$ cat src/rtl/datapath_mc_if.sv
// datapath_mc_if: memory request/acknowledge bus between datapath_mc and its memory
interface datapath_mc_if #(
    parameter int NBITS = 32
);
    logic             mem_req;
    logic             mem_we;
    logic [NBITS-3:0] Address;
    logic [NBITS-1:0] WriteData;
    logic [NBITS-1:0] ReadData;
    logic             mem_ack;

    modport master (output mem_req, mem_we, Address, WriteData, input ReadData, mem_ack);
    modport slave  (input mem_req, mem_we, Address, WriteData, output ReadData, mem_ack);
endinterface

$ cat src/rtl/datapath_mc.sv
// datapath_mc: multi-cycle datapath (register file, ALU, word memory port);
// define DATAPATH_MUL_EN to add an iterative shift-add multiplier on ALUControl=10
module datapath_mc #(
    parameter int NBITS      = 32,
    parameter int NREGS      = 32,
    parameter int WIDTH_ALUF = 4
) (
    input  logic                     clock,
    input  logic                     reset,
    input  logic                     start,
    input  logic [$clog2(NREGS)-1:0] RS1,
    input  logic [$clog2(NREGS)-1:0] RS2,
    input  logic [$clog2(NREGS)-1:0] RD,
    input  logic [NBITS-1:0]         IMM,
    input  logic [WIDTH_ALUF-1:0]    ALUControl,
    input  logic                     ALUSrc,
    input  logic                     MemtoReg,
    input  logic                     RegWrite,
    input  logic                     MemRead,
    input  logic                     MemWrite,
    input  logic                     link,
    input  logic [NBITS-1:0]         pclink,
    output logic                     busy,
    output logic                     done,
    output logic                     err,
    output logic                     Zero,
    output logic                     Neg,
    output logic                     Carry,
    output logic [NBITS-1:0]         PCReg,
    datapath_mc_if.master            mem
);
    localparam int RW = $clog2(NREGS);
    localparam int SW = $clog2(NBITS);

`ifdef DATAPATH_MUL_EN
    typedef enum logic [2:0] {IDLE, EXEC, MUL, MEM, WB} state_t;
`else
    typedef enum logic [2:0] {IDLE, EXEC, MEM, WB} state_t;
`endif

    state_t state, nstate;

    logic [NBITS-1:0]      regs [NREGS];
    logic [NBITS-1:0]      rdata1, rdata2, wb_data;
    logic [NBITS-1:0]      src_a, src_b, sdata, pcl_l, alu_res, ldata;
    logic [WIDTH_ALUF-1:0] op_l;
    logic [RW-1:0]         rd_l;
    logic                  m2r_l, rw_l, mr_l, mw_l, link_l, errf;
    logic [NBITS:0]        sum;
    logic [NBITS-1:0]      alu_y;
    logic                  alu_c, geu, mem_op, misal, is_mul;
    logic [SW-1:0]         sh;

    assign rdata1  = (RS1 == '0) ? '0 : regs[RS1];
    assign rdata2  = (RS2 == '0) ? '0 : regs[RS2];
    assign wb_data = link_l ? pcl_l : m2r_l ? ldata : alu_res;
    assign mem_op  = mr_l | mw_l;
    assign misal   = alu_y[1:0] != 2'b00;
    assign PCReg   = src_a;
    assign mem.Address   = alu_res[NBITS-1:2];
    assign mem.WriteData = sdata;

`ifdef DATAPATH_MUL_EN
    assign is_mul = int'(op_l) == 10;
`else
    assign is_mul = 1'b0;
`endif

    // ALU on the latched operands; unlisted codes fall back to ADD
    always_comb begin
        sum   = {1'b0, src_a} + {1'b0, src_b};
        geu   = src_a >= src_b;
        sh    = src_b[SW-1:0];
        alu_y = sum[NBITS-1:0];
        alu_c = sum[NBITS];
        case (int'(op_l))
            1: begin alu_y = src_a - src_b; alu_c = geu; end
            2: begin alu_y = src_a & src_b; alu_c = 1'b0; end
            3: begin alu_y = src_a | src_b; alu_c = 1'b0; end
            4: begin alu_y = src_a ^ src_b; alu_c = 1'b0; end
            5: begin alu_y = src_a << sh; alu_c = 1'b0; end
            6: begin alu_y = src_a >> sh; alu_c = 1'b0; end
            7: begin alu_y = $signed(src_a) >>> sh; alu_c = 1'b0; end
            8: begin alu_y = NBITS'($signed(src_a) < $signed(src_b)); alu_c = geu; end
            9: begin alu_y = NBITS'(!geu); alu_c = geu; end
            default: ;
        endcase
    end

`ifdef DATAPATH_MUL_EN
    logic [NBITS-1:0] mcand, mplier, acc, prod;
    logic [SW-1:0]    cnt;
    logic             mul_last;

    assign prod     = acc + (mplier[0] ? mcand : '0);
    assign mul_last = cnt == SW'(NBITS - 1);

    // shift-add multiplier: one multiplier bit per MUL cycle, low NBITS kept
    always_ff @(posedge clock or negedge reset) begin
        if (!reset) begin
            mcand  <= '0;
            mplier <= '0;
            acc    <= '0;
            cnt    <= '0;
        end else if (state == EXEC) begin
            mcand  <= src_a;
            mplier <= src_b;
            acc    <= '0;
            cnt    <= '0;
        end else if (state == MUL) begin
            acc    <= prod;
            mcand  <= mcand << 1;
            mplier <= mplier >> 1;
            cnt    <= cnt + 1'b1;
        end
    end
`endif

    // state register
    always_ff @(posedge clock or negedge reset) begin
        if (!reset) state <= IDLE;
        else        state <= nstate;
    end

    // next-state: misaligned memory ops skip MEM and finish with an error
    always_comb begin
        nstate = state;
        case (state)
            IDLE:    nstate = start ? EXEC : IDLE;
            EXEC:    nstate = is_mul ? EXEC : (mem_op && !misal) ? MEM : WB;
`ifdef DATAPATH_MUL_EN
            MUL:     nstate = mul_last ? WB : MUL;
`endif
            MEM:     nstate = mem.mem_ack ? WB : MEM;
            WB:      nstate = IDLE;
            default: nstate = IDLE;
        endcase
`ifdef DATAPATH_MUL_EN
        if (state == EXEC && is_mul) nstate = MUL;
`endif
    end

    // state-decoded outputs; a store wins when both MemRead and MemWrite are set
    always_comb begin
        busy        = state != IDLE;
        mem.mem_req = state == MEM;
        mem.mem_we  = state == MEM && mw_l;
    end

    // instruction latch, ALU result/flags, load capture and completion pulses
    always_ff @(posedge clock or negedge reset) begin
        if (!reset) begin
            src_a   <= '0;
            src_b   <= '0;
            sdata   <= '0;
            pcl_l   <= '0;
            op_l    <= '0;
            rd_l    <= '0;
            m2r_l   <= 1'b0;
            rw_l    <= 1'b0;
            mr_l    <= 1'b0;
            mw_l    <= 1'b0;
            link_l  <= 1'b0;
            alu_res <= '0;
            ldata   <= '0;
            errf    <= 1'b0;
            Zero    <= 1'b0;
            Neg     <= 1'b0;
            Carry   <= 1'b0;
            done    <= 1'b0;
            err     <= 1'b0;
        end else begin
            if (state == IDLE && start) begin
                src_a  <= rdata1;
                src_b  <= ALUSrc ? IMM : rdata2;
                sdata  <= rdata2;
                pcl_l  <= pclink;
                op_l   <= ALUControl;
                rd_l   <= RD;
                m2r_l  <= MemtoReg;
                rw_l   <= RegWrite;
                mr_l   <= MemRead;
                mw_l   <= MemWrite;
                link_l <= link;
            end
            if (state == EXEC) errf <= mem_op && misal && !is_mul;
            if (state == EXEC && !is_mul) begin
                alu_res <= alu_y;
                Zero    <= alu_y == '0;
                Neg     <= alu_y[NBITS-1];
                Carry   <= alu_c;
            end
`ifdef DATAPATH_MUL_EN
            if (state == MUL && mul_last) begin
                alu_res <= prod;
                Zero    <= prod == '0;
                Neg     <= prod[NBITS-1];
                Carry   <= 1'b0;
            end
`endif
            if (state == MEM && mem.mem_ack && !mw_l) ldata <= mem.ReadData;
            done <= state == WB;
            err  <= state == WB && errf;
        end
    end

    // register file: written only in WB, never for x0 or a faulted op
    always_ff @(posedge clock or negedge reset) begin
        if (!reset) begin
            for (int i = 0; i < NREGS; i++) regs[i] <= '0;
        end else if (state == WB && rw_l && rd_l != '0 && !errf) begin
            regs[rd_l] <= wb_data;
        end
    end
endmodule

$ cat src/flat_wrapper.sv
// flat-port wrapper written by rule: the top's interface ports become plain ports
module datapath_mc_flat 
#(
    parameter int NBITS      = 32,
    parameter int NREGS      = 32,
    parameter int WIDTH_ALUF = 4
)
  (clock, reset, start, RS1, RS2, RD, IMM, ALUControl, ALUSrc, MemtoReg, RegWrite, MemRead, MemWrite, link, pclink, busy, done, err, Zero, Neg, Carry, PCReg, mem_mem_req, mem_mem_we, mem_Address, mem_WriteData, mem_ReadData, mem_mem_ack);
  datapath_mc_if #(.NBITS(NBITS)) mem_i ();
  input  logic clock;
  input  logic reset;
  input  logic start;
  input  logic [$clog2(NREGS)-1:0] RS1;
  input  logic [$clog2(NREGS)-1:0] RS2;
  input  logic [$clog2(NREGS)-1:0] RD;
  input  logic [NBITS-1:0] IMM;
  input  logic [WIDTH_ALUF-1:0] ALUControl;
  input  logic ALUSrc;
  input  logic MemtoReg;
  input  logic RegWrite;
  input  logic MemRead;
  input  logic MemWrite;
  input  logic link;
  input  logic [NBITS-1:0] pclink;
  output logic busy;
  output logic done;
  output logic err;
  output logic Zero;
  output logic Neg;
  output logic Carry;
  output logic [NBITS-1:0] PCReg;
  output wire logic [$bits(mem_i.mem_req)-1:0] mem_mem_req;
  output wire logic [$bits(mem_i.mem_we)-1:0] mem_mem_we;
  output wire logic [$bits(mem_i.Address)-1:0] mem_Address;
  output wire logic [$bits(mem_i.WriteData)-1:0] mem_WriteData;
  input wire logic [$bits(mem_i.ReadData)-1:0] mem_ReadData;
  input wire logic [$bits(mem_i.mem_ack)-1:0] mem_mem_ack;
  assign mem_mem_req = mem_i.mem_req;
  assign mem_mem_we = mem_i.mem_we;
  assign mem_Address = mem_i.Address;
  assign mem_WriteData = mem_i.WriteData;
  assign mem_i.ReadData = mem_ReadData;
  assign mem_i.mem_ack = mem_mem_ack;
  datapath_mc #(.NBITS(NBITS), .NREGS(NREGS), .WIDTH_ALUF(WIDTH_ALUF)) u_core (.clock(clock), .reset(reset), .start(start), .RS1(RS1), .RS2(RS2), .RD(RD), .IMM(IMM), .ALUControl(ALUControl), .ALUSrc(ALUSrc), .MemtoReg(MemtoReg), .RegWrite(RegWrite), .MemRead(MemRead), .MemWrite(MemWrite), .link(link), .pclink(pclink), .busy(busy), .done(done), .err(err), .Zero(Zero), .Neg(Neg), .Carry(Carry), .PCReg(PCReg), .mem(mem_i));
endmodule
$ cat config.mk
export PLATFORM = sky130hd
export DESIGN_NAME = datapath_mc_flat
export DESIGN_NICKNAME = d
export VERILOG_FILES = /design/src/rtl/datapath_mc_if.sv /design/src/rtl/datapath_mc.sv /design/src/flat_wrapper.sv
export SDC_FILE = /design/constraint.sdc
export NUM_CORES = 2
export LEC_CHECK = 0
export BUFFER_PORTS_ARGS = -buffer_cell sky130_fd_sc_hd__buf_2
export CORE_ASPECT_RATIO = 1.5
export CORE_MARGIN = 3
export CORE_UTILIZATION = 45
export CTS_CLUSTER_DIAMETER = 200
export CTS_CLUSTER_SIZE = 16
export DETAILED_ROUTE_END_ITERATION = 7
export SYNTH_ARGS = -nofsm -noshare
export SYNTH_HDL_FRONTEND = slang
export SYNTH_SLANG_ARGS = --single-unit
export TNS_END_PERCENT = 1
$ cat constraint.sdc
create_clock -name clock -period 4.9 [get_ports clock]
set_clock_uncertainty 0.1 [all_clocks]
set_input_delay 0.49 -clock clock [delete_from_list [all_inputs] [get_ports clock]]
set_output_delay 0.49 -clock clock [all_outputs]
set_load 0.05 [all_outputs]
* Word-level counts from Yosys, hierarchy flattened
Index checks and enable logic that the tools add are counted.
Word-level totals: word-level logic and storage cells 126, bits of input ports 125, output and inout bits 102, register bits 1239
Operators by class: shift operators 3, bitwise gates (word level) 7, reduce and logical (&&, ||, !) cells 24, magnitude comparators 6, add/subtract/negate cells 2, multiplexer cells 20, eq/ne operators 12
Operators with widths (number):
- bitwise mux 1024 bit | 1
- binary-select mux 32 bit (select 5 bit) | 2
- 2-to-1 mux 32 bit | 10
- case mux 32 bit (9 select lines) | 1
- demux 32 bit (select 5 bit) | 1
- adder 32 x 32 -> 33 bit | 1
- bitwise AND 32 bit | 1
- >= comparator 32 bit | 1
- zero test 32 bit | 1
- < comparator 32 bit | 1
- bitwise OR 32 bit | 1
- left shift 32 x 5 -> 32 bit | 1
- right shift 32 x 5 -> 32 bit | 1
- >>> shifter 32 x 5 -> 32 bit | 1
- subtractor 32 bit | 1
- XOR 32 bit | 1
- >= comparator 6 bit (second input constant) | 3
- NOT 5 -> 6 bit | 3
- == test 4 x 3 -> 1 bit (second input constant) | 4
- logical AND 1 bit | 11
- zero test 5 bit | 2
- case mux 3 bit (3 select lines) | 1
- == test 4 x 2 -> 1 bit (second input constant) | 2
- == test 4 bit (second input constant) | 2
- other kinds (14) | 20

* Depth between registers and ports, before layout
depth in word-level cells 8, depth in mapped cells 18, gate-level depth less buffers 15

* Worst setup path before layout
OpenSTA, ideal clock, no wires.
kind register -> register, start register u_core.src_b[3], end register u_core.Zero, cell stages (with the launch flop) 16, library setup time 0.066 ns, period minus slack after synthesis 4.141 ns, setup slack 0.759 ns, arrival 3.975 ns, data required time 4.734 ns, buffers on the path 3, cells stage by stage dfrtp_1 > buf_2 > inv_2 > buf_2 > buf_1 > ha_1 > or4_1 > a21boi_1 > o2111ai_1 > a31oi_1 > nor2_2 > o221ai_1 > mux2_1 > a221oi_1 > nor4b_1 > a41o_1
On the way: word-level cells in the longest chain between the ends 4, elaborated cells on any way between the ends 13, those cells by class add/sub: 2; order compare: 2; shift: 3; mux: 1; bitwise: 3; reduce/logical: 2
Ends and longest elaborated chain:
- start, declared | line datapath_mc.sv:45 | logic [NBITS-1:0] src_a, src_b, sdata, pcl_l, alu_res, ldata;
- start signal, assigned | line datapath_mc.sv:175 | src_b <= ALUSrc ? IMM : rdata2;
- >= comparator 32 bit | line datapath_mc.sv:72 | geu = src_a >= src_b;
- zero test 1 bit | line datapath_mc.sv:85 | 9: begin alu_y = NBITS'(!geu); alu_c = geu; end
- case mux 32 bit (9 select lines) * | line datapath_mc.sv:76 | case (int'(op_l))
- zero test 32 bit * | line datapath_mc.sv:189 | Zero <= alu_y == '0;
- end signal, assigned | line datapath_mc.sv:167 | Zero <= 1'b0;
- end signal, assigned | line datapath_mc.sv:189
- end, declared | line datapath_mc.sv:26 | output logic Zero,
Every way passes the cells marked *; elsewhere a longest branch is shown, timed or not. A chain may end at the register's enable or synchronous reset.

* Worst setup path after layout
start register u_core.src_b[1], end register u_core.Zero
The elaborated chain is that of the path after synthesis.

==> run_results.csv <==
group,metric,value,unit
pwr,power.density,632,mW/mm^2
sta,slew_viol_final,0,
logic_synthesis,ys.flop_type,"dfrtp_1",
grt,antenna_found_initial,26,
critical_path,endpoint_kind,"register",
logic_synthesis,ys.warnings.count,0,
placed_design,routabilityCongestion,1.06,
logic_synthesis,ys_ff_latch,1237,
cts,clkLatencyLatePin,0.76,ns
cts,clk_pin_slew,0.08,ns
critical_path,crit_path_start_kind,"register",
critical_path,timing_worst_setup_path_type,"reg2reg",
sta,rsz0062_at_grt,"false",
logic_synthesis,synth.most_common_cell,"nand2_1",
cts,htree_levels,3,
floorplan,die_w,331,um
cts,cts_buffers,87,
routing,drt-total-wl,295,mm
logic_synthesis,synth_common_cells,"nand2_1, dfrtp_1, o21ai_0",
critical_path,worstSetupStartpoint,"u_core.src_b[1]$_DFFE_PN0P_",
cts,tritoncts,"yes",
sta,period_share,0.994,
critical_path,cp.arrival,5.47,ns
floorplan,num_rows,178,
routing,drc,3,
grt,grt_overflow_total,0,
placed_design,dp_cells,8889,
grt,grt_usage,0.360,
sta,setup_viol,0,
routing,wl_per_cell,32.4,um
routing,route.vias.total,58200,
cells_and_area,final_core_util,0.501,
logic_synthesis,synth-edff-count,0,
logic_synthesis,syn-num-nets,7213,
min_path,min_from,"IMM[8]",
critical_path,cp_max_fo,50,
logic_synthesis,syn-cell-area,0.0711,sq mm
sta,maxSlewHeadroom,0.00553,
logic_synthesis,syn_inst,6985,
grt,grt_pass1_vias,58100,
floorplan,ioPinCount,227,
cts,cts_setup_buffers,0,
grt,grt_pass1_wl,421,mm
cells_and_area,drive_above_1_share,0.207,
logic_synthesis,synth_top_family_by_area,"multiplexers",
pwr,power,49.7,mW
logic_synthesis,synth-compound-area-share,0.165,
floorplan,start_util,0.453,
logic_synthesis,yosysTopAreaCell,"dfrtp_1",
placed_design,hpwl,195,mm
logic_synthesis,async_flop_share,1.00,
routing,first_pass_iters,5,
cells_and_area,stdcell_count,9089,
pwr,combPwrFrac,0.535,
sta,fin_crit,4.87,ns
logic_synthesis,synthXorXnorAreaFrac,0.00259,
critical_path,cp.required,5.49,ns
critical_path,reg2reg_from,"u_core.src_b[1]$_DFFE_PN0P_",
pwr,switchingPower,23.9,mW
pwr,switching_share,0.480,
logic_synthesis,muxShareOfSynthArea,0.226,
floorplan,die-area,0.163,sq mm
logic_synthesis,synthAdderAreaFrac,0.0183,
logic_synthesis,synth_cell_types,109,
pwr,power_frac_seq,0.323,
cells_and_area,areaGrowthSynthToFinish,10.6,%
cells_and_area,final_nets,7225,
logic_synthesis,syn_avg_cell_area,10.2,sq um
sta,report.final.hold_viol_count,0,
pwr,ir_drop,586,uV
floorplan,die_h,493,um
cts,clockBufferDepth,3,
sta,whs,0.0333,ns
floorplan,coreArea,0.157,sq mm
logic_synthesis,yosysTopAreaCellShare,0.435,
sta,tns,0,ns
logic_synthesis,synth-seq-area-share,0.435,
logic_synthesis,synth-simple-area-share,0.104,
routing,viasPerCell,6.40,
cts,numClockSinks,1237,
placed_design,port_buffers,226,
grt,grt_max_degree,129,
job,drv_cap,0,
pwr,p_clk_frac,0.142,
pwr,power.leakage,33.6,nW
cts,cts_root_buf,"clkbuf_16",
logic_synthesis,yosys-top-cells-area,"dfrtp_1, mux4_2, o21ai_0",
pwr,intPower,25.8,mW
outcome,status,"finished with violations",
sta,max_freq,0.205,GHz
routing,drtIter0Drc,6345,
routing,ant_nets,0,
sta,worst_pin_slew,1.49,ns
min_path,hold_class,"in2reg",
outcome,violations,"design-rule violations",
[critical path, cell delays in order, from the launching register on]
cell,delay [ns]
dfrtp_4,0.50
buf_12,0.21
nor2_1,0.46
mux2_2,0.39
a32o_1,0.19
a21oi_1,0.55
o21ai_0,0.36
a22oi_1,0.26
buf_4,0.14
a21bo_2,0.23
nor4_2,0.28
nand4_1,0.27
buf_4,0.25
nor4_2,0.24
buf_4,0.15
a41o_1,0.16
[worst paths after layout]
path	to	slack, ns	depth (start not counted)
max	u_core.Zero$_DFFE_PN0N_	0.03	15
min	u_core.src_b[8]$_DFFE_PN0P_	0.03	4
max reg2reg	u_core.Zero$_DFFE_PN0N_	0.03	15
min reg2reg	u_core.regs[1001]$_DFFE_PN0P_	0.30	0
max in group asynchronous	u_core.regs[191]$_DFFE_PN0P_	3.08	3
min in group asynchronous	u_core.pcl_l[11]$_DFFE_PN0P_	0.20	2
[cells by family after synthesis]
kind of cell    after synthesis
compound gates             2039
simple gates               1787
flops                      1237
mux                         975
buf+inv                     823
fa+ha+maj                   103
xor+xnor                     21
[metrics by stage]
stage	worst slack, ns	cell area, sq um
detailed placement	0.257	75300
CTS	0.257	78600
floorplan	0.759	71100
finish	0.0293	78600
global route	0.0115	78600
global placement	0.185	75300
[registers in the layout, indices dropped and copies added, names as in the netlist, 2 cells and up]
name / count
u_core.op_l: 4
u_core.state: 2
u_core.src_b: 32
u_core.rd_l: 5
u_core.PCReg: 32
u_core.pcl_l: 32
u_core.ldata: 32
u_core.mem.WriteData: 32
u_core.regs: 1024
u_core.alu_res: 32
[timing repair]
action	4_1_cts	5_1_grt
resized for setup	0	1
setup endpoints to repair	0	1
endpoints found under the hold margin	176	0
hold buffers	89	0
[layout by cell type (no fill, tap or decap), types with 90 or more instances in the layout]
cell type / Yosys / layout
a21oi_1: 321 / 289
dfrtp_1: 1237 / 1231
o21ai_0: 1213 / 1212
nor2_1: 241 / 239
mux2_2: 194 / 194
nand2_1: 1273 / 1241
o22ai_1: 109 / 109
inv_1: 106 / 106
buf_2: 51 / 215
ha_1: 101 / 100
buf_4: 37 / 281
mux2i_1: 288 / 288
mux4_2: 482 / 482
clkbuf_16: 0 / 90
[cell type report]
type,count,area (sq um)
Inverter,111,417
Tap cell,2070,2590
Timing Repair Buffer,635,5040
Multi-Input combinational cell,4925,37200
Antenna cell,12,30.0
Clock buffer,94,2270
Clock inverter,5,101
Sequential cell,1237,31000
Fill cell,14400,78400
[per-layer routing]
layer / global-route usage / share of wire / vias to the layer above
met1: 0.424 / 0.36 / 29300
met2: 0.596 / 0.48 / 2630
li1: - / - / 25300
met3: 0.0616 / 0.068 / 943
met4: 0.253 / 0.084 / 18
met5: 0 / 0.00049 / -
[power by group through the flow]
stage,logic (mW),registers (mW),clock network (mW)
6_report,26.5,16.0,7.07
5_1_grt,28.0,16.4,7.54
4_1_cts,25.8,15.9,7.20
3_5_place_dp,25.7,16.2,0
3_3_place_gp,25.6,15.9,0
2_1_floorplan,15.0,16.0,0
Power figures use the tool's default switching activity.
